**src/rtl/ext_frame_mem_ctrl_if.sv**
```systemverilog
// Bundle of the core pixel stream, VGA read requests and external frame-memory strobes.
// The slave view belongs to the controller; the master view is the surrounding system.
interface ext_frame_mem_ctrl_if;
  logic       frame_start;
  logic       pix_valid;
  logic [3:0] pix_data;
  logic       pix_ready;
  logic       frame_full;
  logic       mem_write;
  logic       mem_reset_write_ptr;
  logic [3:0] mem_write_data;
  logic       rd_frame_start;
  logic       rd_req;
  logic       rd_busy;
  logic       rd_valid;
  logic [3:0] rd_data;
  logic       mem_read;
  logic       mem_reset_read_ptr;
  logic [3:0] mem_read_data;

  modport slave (
    input  frame_start, pix_valid, pix_data, rd_frame_start, rd_req, mem_read_data,
    output pix_ready, frame_full, mem_write, mem_reset_write_ptr, mem_write_data,
           rd_busy, rd_valid, rd_data, mem_read, mem_reset_read_ptr
  );

  modport master (
    output frame_start, pix_valid, pix_data, rd_frame_start, rd_req, mem_read_data,
    input  pix_ready, frame_full, mem_write, mem_reset_write_ptr, mem_write_data,
           rd_busy, rd_valid, rd_data, mem_read, mem_reset_read_ptr
  );
endinterface

```
**src/rtl/ext_frame_mem_ctrl.sv**
```systemverilog
// Sequencer for the external 4-bit sequential frame memory: independent write side
// (core pixels) and read side (VGA scan-out), each with its own pointer-reset path.
module ext_frame_mem_ctrl #(
  parameter int unsigned WR_PULSE     = 2,
  parameter int unsigned RD_LATENCY   = 2,
  parameter int unsigned FRAME_PIXELS = 19200
) (
  input  logic                 clk,
  input  logic                 rst_n,
  ext_frame_mem_ctrl_if.slave  bus
);
  localparam int unsigned CW = $clog2(FRAME_PIXELS + 1);
  localparam int unsigned WW = $clog2(WR_PULSE + 1);
  localparam int unsigned RW = $clog2(RD_LATENCY + 1);
  localparam logic [CW-1:0] FULL_COUNT = CW'(FRAME_PIXELS);
  localparam logic [RW-1:0] WAIT_LOAD  = RW'((RD_LATENCY > 1) ? RD_LATENCY - 2 : 0);

  typedef enum logic [2:0] {W_IDLE, W_SETUP, W_STROBE, W_HOLD, W_PRST} wstate_t;
  typedef enum logic [2:0] {R_IDLE, R_STROBE, R_WAIT, R_CAP, R_PRST} rstate_t;

  wstate_t       wstate;
  logic [WW-1:0] wcnt;
  logic [CW-1:0] pix_count;
  logic          prst_pending;
  logic          frame_full;
  logic          mem_write;
  logic          mem_reset_write_ptr;
  logic [3:0]    mem_write_data;
  logic          pix_ready;

  rstate_t       rstate;
  logic [RW-1:0] rcnt;
  logic          rd_busy;
  logic          rd_valid;
  logic [3:0]    rd_data;
  logic          mem_read;
  logic          mem_reset_read_ptr;

  // frame_start gates pix_ready directly so a coincident pixel is refused rather than lost.
  assign pix_ready = rst_n & (wstate == W_IDLE) & ~frame_full & ~prst_pending & ~bus.frame_start;

  always_ff @(posedge clk or negedge rst_n) begin
    if (!rst_n) begin
      wstate              <= W_IDLE;
      wcnt                <= '0;
      pix_count           <= '0;
      prst_pending        <= 1'b0;
      frame_full          <= 1'b0;
      mem_write           <= 1'b0;
      mem_reset_write_ptr <= 1'b0;
      mem_write_data      <= '0;
    end else begin
      case (wstate)
        W_IDLE: begin
          if (prst_pending) begin
            wstate              <= W_PRST;
            mem_reset_write_ptr <= 1'b1;
          end else if (bus.pix_valid && pix_ready) begin
            wstate         <= W_SETUP;
            mem_write_data <= bus.pix_data;
            pix_count      <= pix_count + 1'b1;
            frame_full     <= ((pix_count + 1'b1) == FULL_COUNT);
          end
        end
        W_SETUP: begin
          wstate    <= W_STROBE;
          mem_write <= 1'b1;
          wcnt      <= WW'(WR_PULSE - 1);
        end
        W_STROBE: begin
          if (wcnt == '0) begin
            wstate    <= W_HOLD;
            mem_write <= 1'b0;
          end else begin
            wcnt <= wcnt - 1'b1;
          end
        end
        W_HOLD: wstate <= W_IDLE;
        W_PRST: begin
          wstate              <= W_IDLE;
          mem_reset_write_ptr <= 1'b0;
          pix_count           <= '0;
          frame_full          <= 1'b0;
          prst_pending        <= 1'b0;
        end
        default: wstate <= W_IDLE;
      endcase
      if (bus.frame_start) prst_pending <= 1'b1;
    end
  end

  always_ff @(posedge clk or negedge rst_n) begin
    if (!rst_n) begin
      rstate             <= R_IDLE;
      rcnt               <= '0;
      rd_busy            <= 1'b0;
      rd_valid           <= 1'b0;
      rd_data            <= '0;
      mem_read           <= 1'b0;
      mem_reset_read_ptr <= 1'b0;
    end else if (bus.rd_frame_start) begin
      rstate             <= R_PRST;
      rd_busy            <= 1'b1;
      rd_valid           <= 1'b0;
      mem_read           <= 1'b0;
      mem_reset_read_ptr <= 1'b1;
    end else begin
      case (rstate)
        R_IDLE: begin
          if (bus.rd_req) begin
            rstate   <= R_STROBE;
            rd_busy  <= 1'b1;
            mem_read <= 1'b1;
          end
        end
        R_STROBE: begin
          mem_read <= 1'b0;
          if (RD_LATENCY == 1) begin
            rstate   <= R_CAP;
            rd_data  <= bus.mem_read_data;
            rd_valid <= 1'b1;
          end else begin
            rstate <= R_WAIT;
            rcnt   <= WAIT_LOAD;
          end
        end
        R_WAIT: begin
          if (rcnt == '0) begin
            rstate   <= R_CAP;
            rd_data  <= bus.mem_read_data;
            rd_valid <= 1'b1;
          end else begin
            rcnt <= rcnt - 1'b1;
          end
        end
        R_CAP: begin
          rstate   <= R_IDLE;
          rd_valid <= 1'b0;
          rd_busy  <= 1'b0;
        end
        R_PRST: begin
          rstate             <= R_IDLE;
          mem_reset_read_ptr <= 1'b0;
          rd_busy            <= 1'b0;
        end
        default: rstate <= R_IDLE;
      endcase
    end
  end

  assign bus.pix_ready           = pix_ready;
  assign bus.frame_full          = frame_full;
  assign bus.mem_write           = mem_write;
  assign bus.mem_reset_write_ptr = mem_reset_write_ptr;
  assign bus.mem_write_data      = mem_write_data;
  assign bus.rd_busy             = rd_busy;
  assign bus.rd_valid            = rd_valid;
  assign bus.rd_data             = rd_data;
  assign bus.mem_read            = mem_read;
  assign bus.mem_reset_read_ptr  = mem_reset_read_ptr;
endmodule

```
**src/flat_wrapper.sv**
```systemverilog
// flat-port wrapper written by rule: the top's interface ports become plain ports
module ext_frame_mem_ctrl_flat 
#(
  parameter int unsigned WR_PULSE     = 2,
  parameter int unsigned RD_LATENCY   = 2,
  parameter int unsigned FRAME_PIXELS = 19200
)
  (clk, rst_n, bus_frame_start, bus_pix_valid, bus_pix_data, bus_rd_frame_start, bus_rd_req, bus_mem_read_data, bus_pix_ready, bus_frame_full, bus_mem_write, bus_mem_reset_write_ptr, bus_mem_write_data, bus_rd_busy, bus_rd_valid, bus_rd_data, bus_mem_read, bus_mem_reset_read_ptr);
  ext_frame_mem_ctrl_if bus_i ();
  input  logic clk;
  input  logic rst_n;
  input wire logic [$bits(bus_i.frame_start)-1:0] bus_frame_start;
  input wire logic [$bits(bus_i.pix_valid)-1:0] bus_pix_valid;
  input wire logic [$bits(bus_i.pix_data)-1:0] bus_pix_data;
  input wire logic [$bits(bus_i.rd_frame_start)-1:0] bus_rd_frame_start;
  input wire logic [$bits(bus_i.rd_req)-1:0] bus_rd_req;
  input wire logic [$bits(bus_i.mem_read_data)-1:0] bus_mem_read_data;
  output wire logic [$bits(bus_i.pix_ready)-1:0] bus_pix_ready;
  output wire logic [$bits(bus_i.frame_full)-1:0] bus_frame_full;
  output wire logic [$bits(bus_i.mem_write)-1:0] bus_mem_write;
  output wire logic [$bits(bus_i.mem_reset_write_ptr)-1:0] bus_mem_reset_write_ptr;
  output wire logic [$bits(bus_i.mem_write_data)-1:0] bus_mem_write_data;
  output wire logic [$bits(bus_i.rd_busy)-1:0] bus_rd_busy;
  output wire logic [$bits(bus_i.rd_valid)-1:0] bus_rd_valid;
  output wire logic [$bits(bus_i.rd_data)-1:0] bus_rd_data;
  output wire logic [$bits(bus_i.mem_read)-1:0] bus_mem_read;
  output wire logic [$bits(bus_i.mem_reset_read_ptr)-1:0] bus_mem_reset_read_ptr;
  assign bus_i.frame_start = bus_frame_start;
  assign bus_i.pix_valid = bus_pix_valid;
  assign bus_i.pix_data = bus_pix_data;
  assign bus_i.rd_frame_start = bus_rd_frame_start;
  assign bus_i.rd_req = bus_rd_req;
  assign bus_i.mem_read_data = bus_mem_read_data;
  assign bus_pix_ready = bus_i.pix_ready;
  assign bus_frame_full = bus_i.frame_full;
  assign bus_mem_write = bus_i.mem_write;
  assign bus_mem_reset_write_ptr = bus_i.mem_reset_write_ptr;
  assign bus_mem_write_data = bus_i.mem_write_data;
  assign bus_rd_busy = bus_i.rd_busy;
  assign bus_rd_valid = bus_i.rd_valid;
  assign bus_rd_data = bus_i.rd_data;
  assign bus_mem_read = bus_i.mem_read;
  assign bus_mem_reset_read_ptr = bus_i.mem_reset_read_ptr;
  ext_frame_mem_ctrl #(.WR_PULSE(WR_PULSE), .RD_LATENCY(RD_LATENCY), .FRAME_PIXELS(FRAME_PIXELS)) u_core (.clk(clk), .rst_n(rst_n), .bus(bus_i));
endmodule
```
**config.mk**
```make
export PLATFORM = sky130hd
export DESIGN_NAME = ext_frame_mem_ctrl_flat
export DESIGN_NICKNAME = d
export VERILOG_FILES = /design/src/rtl/ext_frame_mem_ctrl_if.sv /design/src/rtl/ext_frame_mem_ctrl.sv /design/src/flat_wrapper.sv
export SDC_FILE = /design/constraint.sdc
export NUM_CORES = 1
export LEC_CHECK = 0
export CAP_MARGIN = 20
export CORE_UTILIZATION = 51
export DETAILED_ROUTE_END_ITERATION = 10
export PLACE_DENSITY = 0.74
export REMOVE_ABC_BUFFERS = 1
export SLEW_MARGIN = 20
export SYNTH_ARGS = -nofsm -noshare
export SYNTH_HDL_FRONTEND = slang
export SYNTH_SLANG_ARGS = --single-unit
export TNS_END_PERCENT = 5
```
**constraint.sdc**
```tcl
create_clock -name clk -period 2.93 [get_ports clk]
set_input_delay 0.879 -clock clk [delete_from_list [all_inputs] [get_ports clk]]
set_output_delay 0.879 -clock clk [all_outputs]
set_load 0.05 [all_outputs]
```
Word-level counts from Yosys, hierarchy flattened:

Cells that the tools add are included.

* add/sub/neg operators: 3
* reductions and logical operators: 26
* bitwise operators: 8
* equal/unequal tests: 17
* mux-type cells: 34

Operators with widths (number)
* $mux W15: 2
* $pmux W15 S2: 1
* $mux W3: 6
* $pmux W3 S3: 2
* $reduce_and A2 Y1: 8
* $add A15 B1 Y15 const B: 1
* $eq A15 B15 Y1 const B: 1
* $mux W1: 13
* $pmux W1 S2: 6
* $reduce_and A3 Y1: 4
* $reduce_bool A2 Y1: 5
* $eq A3 B2 Y1 const B: 3
* $reduce_bool A3 Y1: 3
* $ne A2 B2 Y1 const B: 4
* $pmux W2 S2: 2
* $eq A3 B1 Y1 const B: 2
* $eq A3 B3 Y1 const B: 2
* $logic_not A3 Y1: 2
* $ne A3 B2 Y1 const B: 2
* $and A1 B1 Y1: 4
* $logic_not A2 Y1: 2
* $mux W2: 2
* $ne A2 B1 Y1 const B: 2
* $not A1 Y1: 4
* other kinds (4): 5

* output and inout port bits: 16
* register bits: 41
* logic and storage cells: 103
* input port bits: 14

Logic depth before layout (Yosys ltp):

* depth in word-level cells: 9
* mapped depth: 7
* mapped depth without buffers: 6

Least setup slack after synthesis:

No wires, ideal clock.

* path kind: input -> output
* start point: input bus_frame_start
* end point: output bus_pix_ready
* data required time: 2.051 ns
* cell stages on the path: 2
* slack: 0.400 ns
* path buffers: 0
* data arrival time: 1.651 ns
* cells stage by stage: nor4b_4 and2_1

* word-level cells in the longest chain between the ends: 2

RTL lines
* from (decl): RTL line flat_wrapper.sv:12 `input wire logic [$bits(bus_i.frame_start)-1:0] bus_frame_start;`
* $not A1 Y1: RTL line ext_frame_mem_ctrl.sv:40 `assign pix_ready = rst_n & (wstate == W_IDLE) & ~frame_full & ~prst_pending & ~bus.frame_start;`
* $and A1 B1 Y1: RTL line ext_frame_mem_ctrl.sv:40
* to (decl): RTL line flat_wrapper.sv:18 `output wire logic [$bits(bus_i.pix_ready)-1:0] bus_pix_ready;`

No other way between the ends.

Final worst setup path:

Same ends and word-level chain as after synthesis.

==> impl_metrics.json <==
{
  "timing.rr.start": "u_core.pix_count[0]$_DFFE_PN0P_",
  "setup_viol": 0,
  "worst-setup-path-type": "in -> out",
  "clock-skew-final_ns": 0.00606,
  "clock-sinks": 41,
  "maxSlewHeadroom": 0.637,
  "grt_pass1_vias": 1448,
  "synth_top_area_share": 0.484,
  "htree_levels": 2,
  "first_pass_iters": 4,
  "grt_overflow": 0,
  "top_layer_used": "met4",
  "postCtsSetupRepairBufs": 0,
  "wl_met2_um": 1850,
  "hold_viol": 0,
  "fin_ws_ns": 0.0984,
  "initial_core_util": 0.530,
  "core_um2": 4000,
  "ctsHoldBuffers": 0,
  "fp.dieW_um": 66.5,
  "dp_hpwl_um": 2760,
  "synth_edf_count": 0,
  "cap_violations": 0,
  "routedWlPerCell_um": 13.1,
  "tns_ns": 0,
  "clock_latency_ns": 0.30,
  "critPathMaxStageDelay_ns": 0.45,
  "yosys-top-cells-count": "41 x dfrtp_1, 35 x nand2_1, 20 x nor2_1, 16 x a21oi_1, 14 x o21ai_1",
  "dieArea_um2": 4420,
  "post-place-ws_ns": 0.0959,
  "cts_buffers": 5,
  "clkTransAtPathRegs_ns": 0.08,
  "ir_drop_uv": 528,
  "fmax_ghz": 0.353,
  "routed-wl-met3_um": 131,
  "async_flop_share": 1.00,
  "grt_max_degree": 42,
  "layoutNonFillerInstCount": 306,
  "maxSlewViolCount": 0,
  "post-synth-top-count-cell": "dfrtp_1",
  "n_antenna_cell": 0,
  "critPathArrivalTime_ns": 1.95,
  "endpoint": "bus_pix_ready",
  "numPortBuffers": 29,
  "grt_pass1_wl_um": 6600,
  "drt_iter0_drc": 99,
  "root_buffer": "clkbuf_8",
  "finalCriticalPeriod_ns": 2.83,
  "syn_inst": 227,
  "grt_use_total": 0.199,
  "cts_tree": "yes",
  "antenna_found_initial": 0,
  "io_pins": 30,
  "hp-class": "reg -> reg",
  "yosysWarnings": 0,
  "place_inst": 298,
  "drc": 0,
  "yosys.area.top_type": "dfrtp_1",
  "rsz0062_at_grt": "false",
  "die_h_um": 66.5,
  "outcome": "finished clean",
  "stdcell_area_um2": 2580,
  "rr_endpoint": "u_core.bus.frame_full$_DFFE_PN0P_",
  "cellLeakagePower_uw": 0.00111,
  "rr_worst_depth": 6,
  "synth_ff_type": "dfrtp_1",
  "tightest_slew_ns": 0.540,
  "path_cells": "clkdlybuf4s50_1 -> nor4b_4 -> and2_1 -> buf_12",
  "ant_nets": 0,
  "period_share": 0.966,
  "wirelength_um": 3990,
  "fill_cells": 342,
  "avgViaCountPerCell": 5.59,
  "crit_path_end_kind": "output port",
  "cts-resized-gates": 0,
  "slowest_stage": "clkdlybuf4s50_1",
  "synth_cell_types": 46,
  "yosysSeqAreaShare": 0.484,
  "syn_to_final_growth_pct": 21.5,
  "place.gp.congestion": 0.813,
  "ys_top_cells_by_area": "dfrtp_1 48%, nand2_1 6.2%, o31ai_1 3.9%",
  "synth_seq_cells": 41,
  "rrSetupSlack_ns": 0.95,
  "startpoint": "bus_frame_start",
  "syn_avg_cell_area_um2": 9.34,
  "rows": 23,
  "netlist_area_um2": 2120,
  "vias": 1710,
  "p_per_area_nw_per_um2": 680,
  "required_ns": 2.05,
  "drive_above_1_share": 0.0859,
  "placed_area_um2": 2460,
  "wl_met1_um": 1960,
  "path_max_fanout": 2,
  "finalNetCount": 273,
  "clockBufferDepth": 2,
  "start_kind": "primary input"
}
## state kept, by name, indices dropped and copies added (netlist names)
name / cells
u_core.bus.mem_write: 1
u_core.bus.mem_reset_write_ptr: 1
u_core.wstate: 3
u_core.bus.frame_full: 1
u_core.bus.rd_data: 4
u_core.rcnt: 2
u_core.bus.rd_valid: 1
u_core.bus.rd_busy: 1
u_core.prst_pending: 1
u_core.wcnt: 2
u_core.pix_count: 15
u_core.bus.mem_read: 1
u_core.rstate: 3
u_core.bus.mem_reset_read_ptr: 1
u_core.bus.mem_write_data: 4
## worst max-delay path, delay by kind of cell
| kind | cells | cell delay, ns |
|---|---|---|
| buffers and inverters | 2 | 0.59 |
| and+or+nand+nor | 2 | 0.48 |
## metal layers
layer	vias to the layer above	global-route usage
met1	819	0.277
met5	-	0
met3	6	0.0514
met4	0	0.0638
li1	860	-
met2	25	0.302
## metrics by stage
stage,util,power [uW],hold WS [ns]
floorplan,-,1110,0.469
global placement,0.615,1300,0.459
detailed placement,0.615,1310,0.462
CTS,0.644,1770,0.481
global route,0.644,1850,0.505
finish,0.644,1750,0.476
## power by group
group / leakage [uW] / total [uW] / internal (uW) / switching [uW]
logic: 0.000515 / 569 / 204 / 364
clock network: 0.0000543 / 456 / 255 / 201
registers: 0.000537 / 728 / 649 / 79.3
total: 0.00111 / 1750 / 1110 / 644
## area by class of cell
class / count / area, um2 / share of cell area
clock inverters: 3 / 46.3 / 0.0180
repair buffers: 33 / 325 / 0.126
multi-input cells: 166 / 1020 / 0.395
flip-flops and latches: 41 / 1030 / 0.398
clock buffers: 5 / 68.8 / 0.0267
well taps: 50 / 62.6 / 0.0243
inverters: 8 / 30.0 / 0.0117
## worst min-delay path by stage
stage	start	to	cells after the start
floorplan	u_core.pix_count[14]$_DFFE_PN0P_	u_core.pix_count[14]$_DFFE_PN0P_	1
global placement	u_core.bus.mem_reset_read_ptr$_DFFE_PN0P_	u_core.bus.mem_reset_read_ptr$_DFFE_PN0P_	1
detailed placement	u_core.bus.mem_write_data[3]$_DFFE_PN0P_	u_core.bus.mem_write_data[3]$_DFFE_PN0P_	2
CTS	u_core.bus.mem_write_data[3]$_DFFE_PN0P_	u_core.bus.mem_write_data[3]$_DFFE_PN0P_	2
global route	u_core.bus.mem_reset_read_ptr$_DFFE_PN0P_	u_core.bus.mem_reset_read_ptr$_DFFE_PN0P_	1
finish	u_core.bus.mem_write_data[3]$_DFFE_PN0P_	u_core.bus.mem_write_data[3]$_DFFE_PN0P_	2
## cells by family after synthesis
| family | after synthesis | share of synthesized area |
|---|---|---|
| compound gates | 63 | 0.194 |
| xor+xnor | 5 | 0.0207 |
| fa+ha+maj | 4 | 0.0236 |
| buf+inv | 20 | 0.0366 |
| flops | 41 | 0.484 |
| mux | 5 | 0.0260 |
| simple gates | 89 | 0.215 |
## cell usage in the layout (no fill, tap or decap), types with 5 or more instances in the layout
cell type / count
a21oi_1: 16
and2_1: 6
clkbuf_8: 5
clkdlybuf4s50_1: 27
dfrtp_1: 41
inv_1: 8
nand2_1: 35
nor2_1: 20
nor3_1: 5
o21ai_1: 14
o31ai_1: 11
Power figures use the tool's default switching activity.
